<file path="config.mk">
export PLATFORM = sky130hd
export DESIGN_NAME = cyclic_lamp_ctrl_flat
export DESIGN_NICKNAME = d
export VERILOG_FILES = /design/src/rtl/cyclic_lamp_ctrl_if.sv /design/src/rtl/cyclic_lamp_ctrl.sv /design/src/flat_wrapper.sv
export SDC_FILE = /design/constraint.sdc
export NUM_CORES = 1
export LEC_CHECK = 0
export ABC_CLOCK_PERIOD_IN_PS = 2700
export BUFFER_PORTS_ARGS = -buffer_cell sky130_fd_sc_hd__buf_2
export CORE_MARGIN = 2
export CORE_UTILIZATION = 45
export CTS_CLUSTER_DIAMETER = 50
export DETAILED_ROUTE_END_ITERATION = 8
export PLACE_DENSITY = 0.66
export SLEW_MARGIN = 10
export SYNTH_ARGS = -nofsm -noshare
export SYNTH_HDL_FRONTEND = slang
export SYNTH_SLANG_ARGS = --single-unit
</file>
<file path="constraint.sdc">
create_clock -name clock -period 2.7 [get_ports clock]
set_clock_uncertainty 0.05 [all_clocks]
set_input_delay 0.54 -clock clock [delete_from_list [all_inputs] [get_ports clock]]
set_output_delay 0.54 -clock clock [all_outputs]
set_load 0.01 [all_outputs]
</file>
<file path="src/rtl/cyclic_lamp_ctrl_if.sv">
// cyclic_lamp_ctrl_if: run/pedestrian controls and registered lamp outputs of the junction controller
interface cyclic_lamp_ctrl_if #(parameter int NUM_WAYS = 2);
  localparam int AW = $clog2(NUM_WAYS);
  logic                  enable;
  logic                  ped_req;
  logic [3*NUM_WAYS-1:0] light;
  logic [AW-1:0]         active_way;
  logic [1:0]            phase;
  logic                  walk;
  modport master (output enable, ped_req, input light, active_way, phase, walk);
  modport slave  (input enable, ped_req, output light, active_way, phase, walk);
endinterface

</file>
<file path="src/rtl/cyclic_lamp_ctrl.sv">
// cyclic_lamp_ctrl: round-robin N-way lamp sequencer GREEN->YELLOW->ALL_RED; define CYCLIC_LAMP_PED_EN for the WALK phase
module cyclic_lamp_ctrl #(
  parameter int NUM_WAYS       = 2,
  parameter int CNT_W          = 8,
  parameter int GREEN_CYCLES   = 8,
  parameter int YELLOW_CYCLES  = 3,
  parameter int ALL_RED_CYCLES = 2,
  parameter int WALK_CYCLES    = 6
) (
  input logic          clock,
  input logic          reset_n,
  cyclic_lamp_ctrl_if.slave bus
);
  localparam int AW = $clog2(NUM_WAYS);
  localparam logic [CNT_W-1:0] G_LD  = CNT_W'(GREEN_CYCLES - 1);
  localparam logic [CNT_W-1:0] Y_LD  = CNT_W'(YELLOW_CYCLES - 1);
  localparam logic [CNT_W-1:0] AR_LD = CNT_W'(ALL_RED_CYCLES - 1);
  typedef enum logic [1:0] {ALL_RED = 2'b00, GREEN = 2'b01, YELLOW = 2'b10, WALK = 2'b11} state_e;
  state_e                state_q, state_d;
  logic [CNT_W-1:0]      timer_q, timer_d;
  logic [AW-1:0]         way_q, way_d;
  logic                  started_q, started_d;
  logic [3*NUM_WAYS-1:0] light_q, light_d;
`ifdef CYCLIC_LAMP_PED_EN
  localparam logic [CNT_W-1:0] W_LD = CNT_W'(WALK_CYCLES - 1);
  logic pend_q, pend_d, walk_q, go_walk;
  assign go_walk  = pend_q | bus.ped_req;
  assign bus.walk = walk_q;
`else
  localparam int unused_walk_cycles = WALK_CYCLES;
  logic unused_ped;
  assign unused_ped = bus.ped_req;
  assign bus.walk   = 1'b0;
`endif
  always_comb begin
    state_d   = state_q;
    timer_d   = timer_q;
    way_d     = way_q;
    started_d = started_q;
    light_d   = '0;
`ifdef CYCLIC_LAMP_PED_EN
    pend_d = (bus.enable && state_q != WALK) ? (pend_q | bus.ped_req) : pend_q;
`endif
    if (bus.enable) begin
      if (timer_q != '0) timer_d = timer_q - 1'b1;
      else case (state_q)
        // the very first GREEN after reset belongs to way 0, later ones rotate
        ALL_RED: begin
          state_d   = GREEN;
          timer_d   = G_LD;
          started_d = 1'b1;
          way_d     = (!started_q || way_q == AW'(NUM_WAYS - 1)) ? '0 : way_q + 1'b1;
        end
        GREEN: begin
          state_d = YELLOW;
          timer_d = Y_LD;
        end
`ifdef CYCLIC_LAMP_PED_EN
        YELLOW: begin
          state_d = go_walk ? WALK : ALL_RED;
          timer_d = go_walk ? W_LD : AR_LD;
          if (go_walk) pend_d = 1'b0;
        end
        WALK: begin
          state_d = ALL_RED;
          timer_d = AR_LD;
        end
`else
        YELLOW: begin
          state_d = ALL_RED;
          timer_d = AR_LD;
        end
`endif
        default: begin
          state_d   = ALL_RED;
          timer_d   = AR_LD;
          way_d     = '0;
          started_d = 1'b0;
        end
      endcase
    end
    for (int k = 0; k < NUM_WAYS; k++)
      light_d[3*k +: 3] = (way_d != AW'(k)) ? 3'b100 :
                          (state_d == GREEN) ? 3'b010 :
                          (state_d == YELLOW) ? 3'b001 : 3'b100;
  end
  always_ff @(posedge clock or negedge reset_n) begin
    if (!reset_n) begin
      state_q   <= ALL_RED;
      timer_q   <= AR_LD;
      way_q     <= '0;
      started_q <= 1'b0;
      light_q   <= {NUM_WAYS{3'b100}};
`ifdef CYCLIC_LAMP_PED_EN
      pend_q    <= 1'b0;
      walk_q    <= 1'b0;
`endif
    end else begin
      state_q   <= state_d;
      timer_q   <= timer_d;
      way_q     <= way_d;
      started_q <= started_d;
      light_q   <= light_d;
`ifdef CYCLIC_LAMP_PED_EN
      pend_q    <= pend_d;
      walk_q    <= (state_d == WALK);
`endif
    end
  end
  assign bus.light      = light_q;
  assign bus.active_way = way_q;
  assign bus.phase      = state_q;
endmodule

</file>
<file path="src/flat_wrapper.sv">
// flat-port wrapper written by rule: the top's interface ports become plain ports
module cyclic_lamp_ctrl_flat 
#(
  parameter int NUM_WAYS       = 2,
  parameter int CNT_W          = 8,
  parameter int GREEN_CYCLES   = 8,
  parameter int YELLOW_CYCLES  = 3,
  parameter int ALL_RED_CYCLES = 2,
  parameter int WALK_CYCLES    = 6
)
  (clock, reset_n, bus_enable, bus_ped_req, bus_light, bus_active_way, bus_phase, bus_walk);
  cyclic_lamp_ctrl_if #(.NUM_WAYS(NUM_WAYS)) bus_i ();
  input logic clock;
  input logic reset_n;
  input wire logic [$bits(bus_i.enable)-1:0] bus_enable;
  input wire logic [$bits(bus_i.ped_req)-1:0] bus_ped_req;
  output wire logic [$bits(bus_i.light)-1:0] bus_light;
  output wire logic [$bits(bus_i.active_way)-1:0] bus_active_way;
  output wire logic [$bits(bus_i.phase)-1:0] bus_phase;
  output wire logic [$bits(bus_i.walk)-1:0] bus_walk;
  assign bus_i.enable = bus_enable;
  assign bus_i.ped_req = bus_ped_req;
  assign bus_light = bus_i.light;
  assign bus_active_way = bus_i.active_way;
  assign bus_phase = bus_i.phase;
  assign bus_walk = bus_i.walk;
  cyclic_lamp_ctrl #(.NUM_WAYS(NUM_WAYS), .CNT_W(CNT_W), .GREEN_CYCLES(GREEN_CYCLES), .YELLOW_CYCLES(YELLOW_CYCLES), .ALL_RED_CYCLES(ALL_RED_CYCLES), .WALK_CYCLES(WALK_CYCLES)) u_core (.clock(clock), .reset_n(reset_n), .bus(bus_i));
endmodule
</file>
# After elaboration in Yosys (flattened, before gate mapping)
# Index checks and enable logic that the tools add are counted.
[totals]
wordCells = 33
output_inout_bits = 10
ff_bits = 18
[op_classes]
mux = 14
n_eq_ne = 4
reduce_logical = 6
bitwise_logic = 2
addsub = 2
[op_table]
columns = ["operator", "n"]
rows = [
  ["two-way mux 3 bit", 4],
  ["two-way mux 8 bit", 1],
  ["nonzero test 8 bit", 1],
  ["subtractor 8 x 1 -> 8 bit, second input constant", 1],
  ["case mux 3 bit (2 select lines)", 1],
  ["equality test 2 x 1 -> 1 bit, second input constant", 2],
  ["equality test 2 bit, second input constant", 2],
  ["two-way mux 2 bit", 2],
  ["case mux 1 bit (2 select lines)", 2],
  ["case mux 2 bit (2 select lines)", 1],
  ["two-way mux 1 bit", 3],
  ["AND reduction 3 bit", 1],
  ["logical NOT 2 bit", 1],
  ["inverter 1 bit", 2],
  ["OR reduction 2 bit", 1],
  ["adder 1 bit, second input constant", 1],
  ["logical NOT 1 bit", 1],
  ["logical OR 1 bit", 1],
]

# Logic depth before layout (Yosys ltp)
# Gate-level depths: netlist of the first run.
[depth]
depth_word = 8
ltp_mapped = 7
ltp_nobuf = 7

# Least setup slack after synthesis of the first run
# No wires, ideal clock.
[synth_path]
kind = "register to register"
from = "register u_core.timer_q[0]"
to = "register u_core.light_q[5], in the netlist u_core.bus.light[5]"
required_ns = 2.555
path_buffers = 0
path_stages_with_launch = 8
path_slack_ns = 0.529
setup_ns = 0.095
synth_period_minus_slack_ns = 2.171
arrival_ns = 2.026
cell_sequence = "dfstp_2 > inv_1 > ha_1 > and4bb_2 > nand2_1 > mux2_2 > ha_1 > nand3b_1"
[synth_between]
elab_chain_len = 7
[synth_rtl]
columns = ["item", "line", "rtl"]
rows = [
  ["start, declared", "cyclic_lamp_ctrl.sv:20", "logic [CNT_W-1:0] timer_q, timer_d;"],
  ["start signal, assigned", "cyclic_lamp_ctrl.sv:100", "timer_q <= timer_d;"],
  ["nonzero test 8 bit (*)", "cyclic_lamp_ctrl.sv:45", "if (timer_q != '0) timer_d = timer_q - 1'b1;"],
  ["two-way mux 2 bit (*)", "cyclic_lamp_ctrl.sv:45", ""],
  ["two-way mux 2 bit (*)", "cyclic_lamp_ctrl.sv:44", "if (bus.enable) begin"],
  ["net u_core.state_d[1]", "cyclic_lamp_ctrl.sv:19", "state_e state_q, state_d;"],
  ["equality test 2 bit", "cyclic_lamp_ctrl.sv:85", "(state_d == YELLOW) ? 3'b001 : 3'b100;"],
  ["two-way mux 3 bit", "cyclic_lamp_ctrl.sv:85", ""],
  ["two-way mux 3 bit (*)", "cyclic_lamp_ctrl.sv:84", "(state_d == GREEN) ? 3'b010 :"],
  ["two-way mux 3 bit (*)", "cyclic_lamp_ctrl.sv:83", "light_d[3*k +: 3] = (way_d != AW'(k)) ? 3'b100 :"],
  ["net u_core.light_d[5]", "cyclic_lamp_ctrl.sv:23", "logic [3*NUM_WAYS-1:0] light_q, light_d;"],
  ["end signal, assigned", "cyclic_lamp_ctrl.sv:93", "light_q <= {NUM_WAYS{3'b100}};"],
  ["end signal, assigned", "cyclic_lamp_ctrl.sv:103", "light_q <= light_d;"],
  ["end, declared", "cyclic_lamp_ctrl.sv:23", ""],
]
# Mark *: on every way through the listed nets, which the timed path passes. The rest lies on a longest branch.
# A chain may end at the register's enable or synchronous reset.

# Worst setup path after layout of the first run
# Ends and elaborated chain as after synthesis.

==> results of run 1 <==
==> layer usage <==
metal  GRT usage [%]  vias up
met3            3.27        2
met4            5.86        0
li1                -      335
met5               0        -
met2            23.5        8
met1            21.6      313
==> synth_stat cells (2+ instances only) <==
cell,n,area (um^2)
nor2_1,5,18.8
mux2_2,6,67.6
nor2b_1,2,12.5
inv_1,4,15.0
dfrtp_1,15,375
dfstp_2,3,78.8
a31o_2,2,17.5
o21ai_0,3,15.0
nor4_1,2,12.5
ha_1,7,87.6
nor3_1,2,10.0
nand2_1,4,15.0
a21o_1,2,15.0
mux2i_1,2,20.0
buf_4,2,15.0
a21boi_0,2,15.0
and3_1,2,12.5
==> logic make-up after synthesis <==
| family | share of synthesized area [%] |
|---|---|
| other | 0.387 |
| and+or+nand+nor | 19.6 |
| buffers and inverters | 3.62 |
| muxes | 9.04 |
| DFF | 46.9 |
| adders and majority gates | 9.04 |
| AOI/OAI and AO/OA | 11.4 |
==> flip-flops by register name, summed over array words and instances, names as in the netlist <==
signal,flops
u_core.bus.active_way,1
u_core.bus.light,6
u_core.bus.phase,2
u_core.started_q,1
u_core.timer_q,8
==> placed cells by master, fill, tap and decap left out, drive strengths merged, types with 2 or more instances in the layout <==
cell / instances
mux2i: 2
nand2: 4
nor3: 2
nor4: 3
buf: 12
nor2: 5
a21boi: 2
nor2b: 2
a21o: 2
mux2: 6
dfstp: 3
o21ai: 3
ha: 7
and3: 2
a31o: 2
inv: 4
dfrtp: 15
clkbuf: 4
==> power breakdown <==
part / total, uW / internal, uW / switching [uW]
clock: 166 / 82.0 / 83.9
sequential: 500 / 376 / 124
combinational: 430 / 214 / 217
total: 1100 / 672 / 424
==> stage by stage <==
| stage | worst slack, ns | power [uW] |
|---|---|---|
| global placement | 0.402 | 921 |
| CTS | 0.346 | 1110 |
| detailed placement | 0.373 | 937 |
| global route | 0.202 | 1200 |
| floorplan | 0.529 | 801 |
| finish | 0.335 | 1100 |
==> area by class of cell <==
type	count	area, um^2	area share (%)
timing repair buffer	12	62.6	5.79
sequential	18	454	42.0
multi-input combinational	60	479	44.3
clock buffer	4	36.3	3.36
inverter	4	15.0	1.39
tap	27	33.8	3.12
==> path summary, 6_finish.rpt <==
check / to / slack, ns / cells past startpoint
worst min-delay path: u_core.timer_q[6] / 0.11 / 1
worst min register to register: u_core.started_q / 0.49 / 1
worst max register to register: u_core.bus.light[5] / 0.33 / 7
min in group clock: u_core.started_q / 0.49 / 1
max in group asynchronous: u_core.bus.light[2] / 2.16 / 1
worst max-delay path: u_core.bus.light[5] / 0.33 / 7
==> metrics.csv, run 1 <==
stage,metric,value,unit
critical_path,cp.required,2.85,ns
die,die_h,50.4,um
critical_path,crit_buf_inv,1,
clock_tree,ctsResizeCount,0,
die,die_w,50.4,um
drt,wl_met3,48,um
placement,portBuffers,11,
global_route,grt_usage,15.4,%
run,drv_cap,0,
sta,finalSetupViolations,0,
drt,avgViaCountPerCell,5.26,
drt,drtIter0Drc,11,
die,io_pins,14,
final_layout,drive_gt1_share,30.6,%
critical_path,path_delay_family,simple AND/OR/NAND/NOR gates,
clock_tree,cts_sinks,18,
final_layout,fin_util,54.0,%
pwr,ir_drop,541,uV
drt,post_drt_wl_per_cell,13.7,um
critical_path,end_kind,register,
logic_synthesis,syn_area_per_cell,11.4,um^2
logic_synthesis,synth_flop_cell,dfrtp_1,
critical_path,arrival,2.51,ns
critical_path,cpMostUsedCell,ha_1,
logic_synthesis,ys_types,37,
global_route,grt_max_degree,19,
final_layout,nFillCells,184,
critical_path,critPathLaunchType,register,
drt,ant_nets,0,
global_route,grt_pass1_wl,2990,um
drt,vias,658,
global_route,antenna_found_initial,0,
logic_synthesis,yosysWarnings,0,
critical_path,r2r-start,u_core.timer_q[0],
critical_path,critPathKind,register to register,
clock_tree,cts_max_path_buffers,2,
die,start_util,48.4,%
drt,drt-pass1-iter-count,4,
global_route,grt_overflow,0,
die,rows,16,
drt,drc,0,
sta,rsz0062_at_grt,no,
clock_tree,htreeDepth,1,
die,dieArea,0.00254,mm^2
sta,min_period,2.37,ns
pwr,p_leak,0.000518,uW
global_route,grt_pass1_vias,643,
final_layout,layoutNonFillerInstCount,125,
clock_tree,holdBufCountCts,0,
sta,fmax,0.423,GHz
critical_path,slowest_delay,0.54,ns
clock_tree,cts_buffers,3,
logic_synthesis,synth_edf_count,0,
placement,gp_congestion,0.813,
logic_synthesis,ys_async_sr_fraction,100,%
placement,dp_hpwl,1240,um
placement,dpl-instance-area,0.00104,mm^2
run_status,status,completed,
critical_path,crit_fanout,8,
drt,wl_met2,797,um
clock_tree,tritoncts,built,
logic_synthesis,syn_nets,96,
logic_synthesis,ys_seq_area_share,46.9,%
sta,finalCritPeriodShare,87.6,%
sta,hold_ws,0.107,ns
logic_synthesis,syn_area,968,um^2
hold_path,hp-class,primary input to asynchronous set/reset pin,
clock_tree,post_cts_buffers,0,
drt,wl_met1,846,um
final_layout,syn_to_final_growth,11.6,%
clock_tree,path_clk_slew,0.11,ns
sta,final-hold-violation-count,0,
placement,numPlacedInstances,121,
final_layout,stdcell_area,0.00108,mm^2
clock_tree,cts-root-buf,clkbuf_4,
final_layout,diodes,0,
critical_path,critPathLaunch,u_core.timer_q[0],
die,core_area,0.00200,mm^2
sta,final.setup.tns,0,ns
logic_synthesis,ys_ff_latch,18,
critical_path,critPathSlowestCell,dfstp_2,
logic_synthesis,synth_cells,85,
drt,wl,1710,um
drt,top_layer_used,met4,
sta,finalMaxSlewViolations,0,
pwr,power_per_cell_area,1010,mW/mm^2
clock_tree,worstSkewPairLatency,0.29,ns
critical_path,cp_cell_sequence,"inv_1, ha_1, and4bb_2, nand2_1, mux2_2, ha_1, nand3b_1",
final_layout,fin_nets,110,
Power figures use the tool's default switching activity.
==> inputs of run 2 (changes only) <==
--- a/config.mk
+++ b/config.mk
@@ -5,6 +5,7 @@
 export SDC_FILE = /design/constraint.sdc
 export NUM_CORES = 1
 export LEC_CHECK = 0
+export ABC_AREA = 1
 export ABC_CLOCK_PERIOD_IN_PS = 2700
 export BUFFER_PORTS_ARGS = -buffer_cell sky130_fd_sc_hd__buf_2
 export CORE_MARGIN = 2
==> run 2 against run 1 <==
Net effect:
- core utilization shrank 1.6 points
- hold slack lost 0.0056 ns
- cell area rose by 6.1%
- first-iteration DRC count up 36%
- via count rose by 13%
- critical path type unchanged
==> metrics.csv, run 2 <==
stage,metric,value,unit,change
run_status,status,completed,,
clock_tree,post_cts_buffers,0,,unchanged
final_layout,fin_nets,146,,+33%
sta,finalSetupViolations,0,,unchanged
logic_synthesis,ys_ff_latch,18,,unchanged
global_route,grt_pass1_wl,3100,um,+3.5%
global_route,grt_overflow,0,,unchanged
sta,final.setup.tns,0,ns,unchanged
pwr,internal_power,653,uW,-2.8%
logic_synthesis,yosysTopAreaCell,dfrtp_1,,
clock_tree,cts_buffers,3,,unchanged
final_layout,final_cell_mix,"inv_1, nand2_1, nor2_1, dfrtp_1, buf_2",,
clock_tree,holdBufCountCts,0,,unchanged
critical_path,cp.required,2.88,ns,+0.03 ns
critical_path,end_kind,register,,
drt,ant_nets,0,,unchanged
clock_tree,cts_max_path_buffers,2,,unchanged
die,die_w,51.8,um,+2.8%
die,core_area,0.00219,mm^2,+9.4%
global_route,grt_usage,15.8,%,+0.41 points
logic_synthesis,ys_seq_area_share,44.2,%,-2.7 points
clock_tree,tritoncts,built,,
drt,avgViaCountPerCell,4.59,,-13%
logic_synthesis,syn_area_per_cell,8.57,um^2,-25%
sta,min_period,1.94,ns,-0.422 ns
placement,dp_hpwl,1320,um,+6.8%
clock_tree,worstSkewPairLatency,0.29,ns,about the same
logic_synthesis,synth.top_cell.area_share,36.5,%,-2.3 points
clock_tree,cts-root-buf,clkbuf_4,,
global_route,grt_pass1_vias,721,,+12%
logic_synthesis,ys_async_sr_fraction,100,%,unchanged
pwr,switching_share,43.3,%,+4.6 points
logic_synthesis,synth_cells,120,,+41%
logic_synthesis,synthTopCellsByCount,"inv_1, nand2_1, dfrtp_1, nor2_1",,
critical_path,reg2reg_depth,11,,+4
sta,finalMaxSlewViolations,0,,unchanged
final_layout,final_common_cell,inv_1,,
die,dieArea,0.00268,mm^2,+5.7%
critical_path,arrival,2.12,ns,-0.39 ns
die,io_pins,14,,unchanged
critical_path,r2r-start,u_core.timer_q[0],,
global_route,grt_max_degree,19,,unchanged
critical_path,r2r_slack,0.76,ns,+0.42 ns
pwr,switching_power,499,uW,+18%
drt,wl,1640,um,-3.9%
sta,finalCritPeriodShare,72.0,%,-16 points
pwr,comb_power_share,45.5,%,+6.3 points
final_layout,syn_to_final_growth,11.6,%,about the same
clock_tree,htreeDepth,1,,unchanged
logic_synthesis,synth_flop_cell,dfrtp_1,,
sta,fmax,0.515,GHz,+22%
critical_path,reg2reg_to,u_core.bus.light[2],,
die,rows,17,,+1
drt,drtIter0Drc,15,,+4
critical_path,critPathLaunch,u_core.timer_q[0],,
critical_path,endpoint,u_core.bus.light[2],,
logic_synthesis,syn_area,0.00103,mm^2,+6.2%
final_layout,largest_reg_flops,8,,unchanged
critical_path,critPathKind,register to register,,
final_layout,regMostFlops,u_core.timer_q,,
run,drv_cap,0,,unchanged
placement,portBuffers,11,,unchanged
clock_tree,ctsResizeCount,0,,unchanged
pwr,ir_drop,545,uV,+0.86%
logic_synthesis,ys_types,22,,-41%
logic_synthesis,synth_most_common_cell,inv_1,,
sta,rsz0062_at_grt,no,,
logic_synthesis,yosysWarnings,0,,unchanged
final_layout,fin_util,52.4,%,-1.6 points
clock_tree,path_clk_slew,0.11,ns,about the same
pwr,clkPwrFrac,14.3,%,-0.8 points
pwr,p_leak,0.000652,uW,+26%
drt,vias,743,,+13%
logic_synthesis,syn_nets,131,,+36%
drt,drc,0,,unchanged
final_layout,drive_gt1_share,27.6,%,-3.0 points
die,die_h,51.8,um,+2.8%
critical_path,critPathLaunchType,register,,
hold_path,hp-class,primary input to asynchronous set/reset pin,,
final_layout,diodes,0,,unchanged
global_route,antenna_found_initial,0,,unchanged
clock_tree,cts_sinks,18,,unchanged
pwr,power_per_cell_area,1000,mW/mm^2,-1.0%
die,start_util,46.9,%,-1.4 points
sta,final-hold-violation-count,0,,unchanged
drt,drt-pass1-iter-count,4,,unchanged
drt,post_drt_wl_per_cell,10.1,um,-26%
placement,gp_congestion,0.791,,-2.7%
pwr,p_seq_share,40.2,%,-5.4 points
critical_path,crit_fanout,7,,-1
logic_synthesis,synth_edf_count,0,,unchanged
logic_synthesis,yosys-top-cells-area,"dfrtp_1, ha_1, dfstp_2",,
==> run 2: cell count changes in the layout (fill, tap and decap cells not counted), moves of 3 or more <==
cell,before,now
inv_2,0,4
nand2_1,4,19
nand2_4,0,6
inv_1,4,20
nand3_1,1,7
nor2_1,5,15
mux2_2,6,0
o21ai_0,3,6
==> run 2: how the worst min path moves through the flow <==
| stage | slack (ns) | end | startpoint |
|---|---|---|---|
| floorplan | 0.19 | u_core.bus.active_way | reset_n |
| global placement | 0.42 | u_core.timer_q[0] | u_core.timer_q[0] |
| detailed placement | 0.42 | u_core.timer_q[0] | u_core.timer_q[0] |
| CTS | 0.11 | u_core.timer_q[3] | reset_n |
| global route | 0.13 | u_core.timer_q[3] | reset_n |
| finish | 0.10 | u_core.timer_q[2] | reset_n |
==> run 2: cell families (layout without fill, tap and decap cells) <==
group	after synthesis	in the layout	synth area share [%]
AND/OR/NAND/NOR	57	57	30.5
XOR/XNOR	1	1	0.852
flip-flops	18	18	44.2
AO/OA/AOI/OAI	11	11	6.08
other	1	1	0.365
adder cells (fa/ha/maj)	7	7	8.52
buffers and inverters	25	39	9.49
==> run 2: power by group through the flow <==
stage	combinational (uW)	clock [uW]	sequential, uW
after floorplan	391	0	480
after global placement	523	0	464
after detailed placement	530	0	470
after CTS	534	175	464
after global routing	609	180	480
final	524	165	463
==> run 2: area by class of cell <==
class,instances,area [um^2]
Timing Repair Buffer,11,55.1
Sequential cell,18,454
Inverter,24,90.1
Clock buffer,4,36.3
Fill cell,203,1040
Multi-Input combinational cell,77,477
Tap cell,28,35.0
==> run 2: through the flow <==
stage / cell area, um^2 / cells / setup slack [ns] / total power [uW] / hold WS (ns)
final: 1150 / 162 / 0.757 / 1150 / 0.102
after floorplan: 1030 / 120 / 0.913 / 871 / 0.194
after CTS: 1150 / 162 / 0.735 / 1170 / 0.107
after global placement: 1110 / 158 / 0.804 / 987 / 0.418
after detailed placement: 1110 / 158 / 0.782 / 1000 / 0.417
after global routing: 1150 / 162 / 0.610 / 1270 / 0.131
==> run 2: worst max-delay path: stages (launching register included) <==
cell,delay (ns)
dfstp_2,0.55
inv_1,0.05
ha_1,0.23
nand2_2,0.14
inv_2,0.06
nand2_4,0.08
nor2_8,0.05
o21ai_2,0.18
inv_2,0.05
ha_1,0.28
inv_1,0.08
nand2_1,0.06
==> run 2: metal layers <==
layer	global-route usage [%]	vias to the layer above	share of wire, %
met5	0	-	0
met4	7.89	0	1.6
met3	3.74	4	4.0
met2	24.8	12	46
met1	20.5	338	48
li1	-	389	-
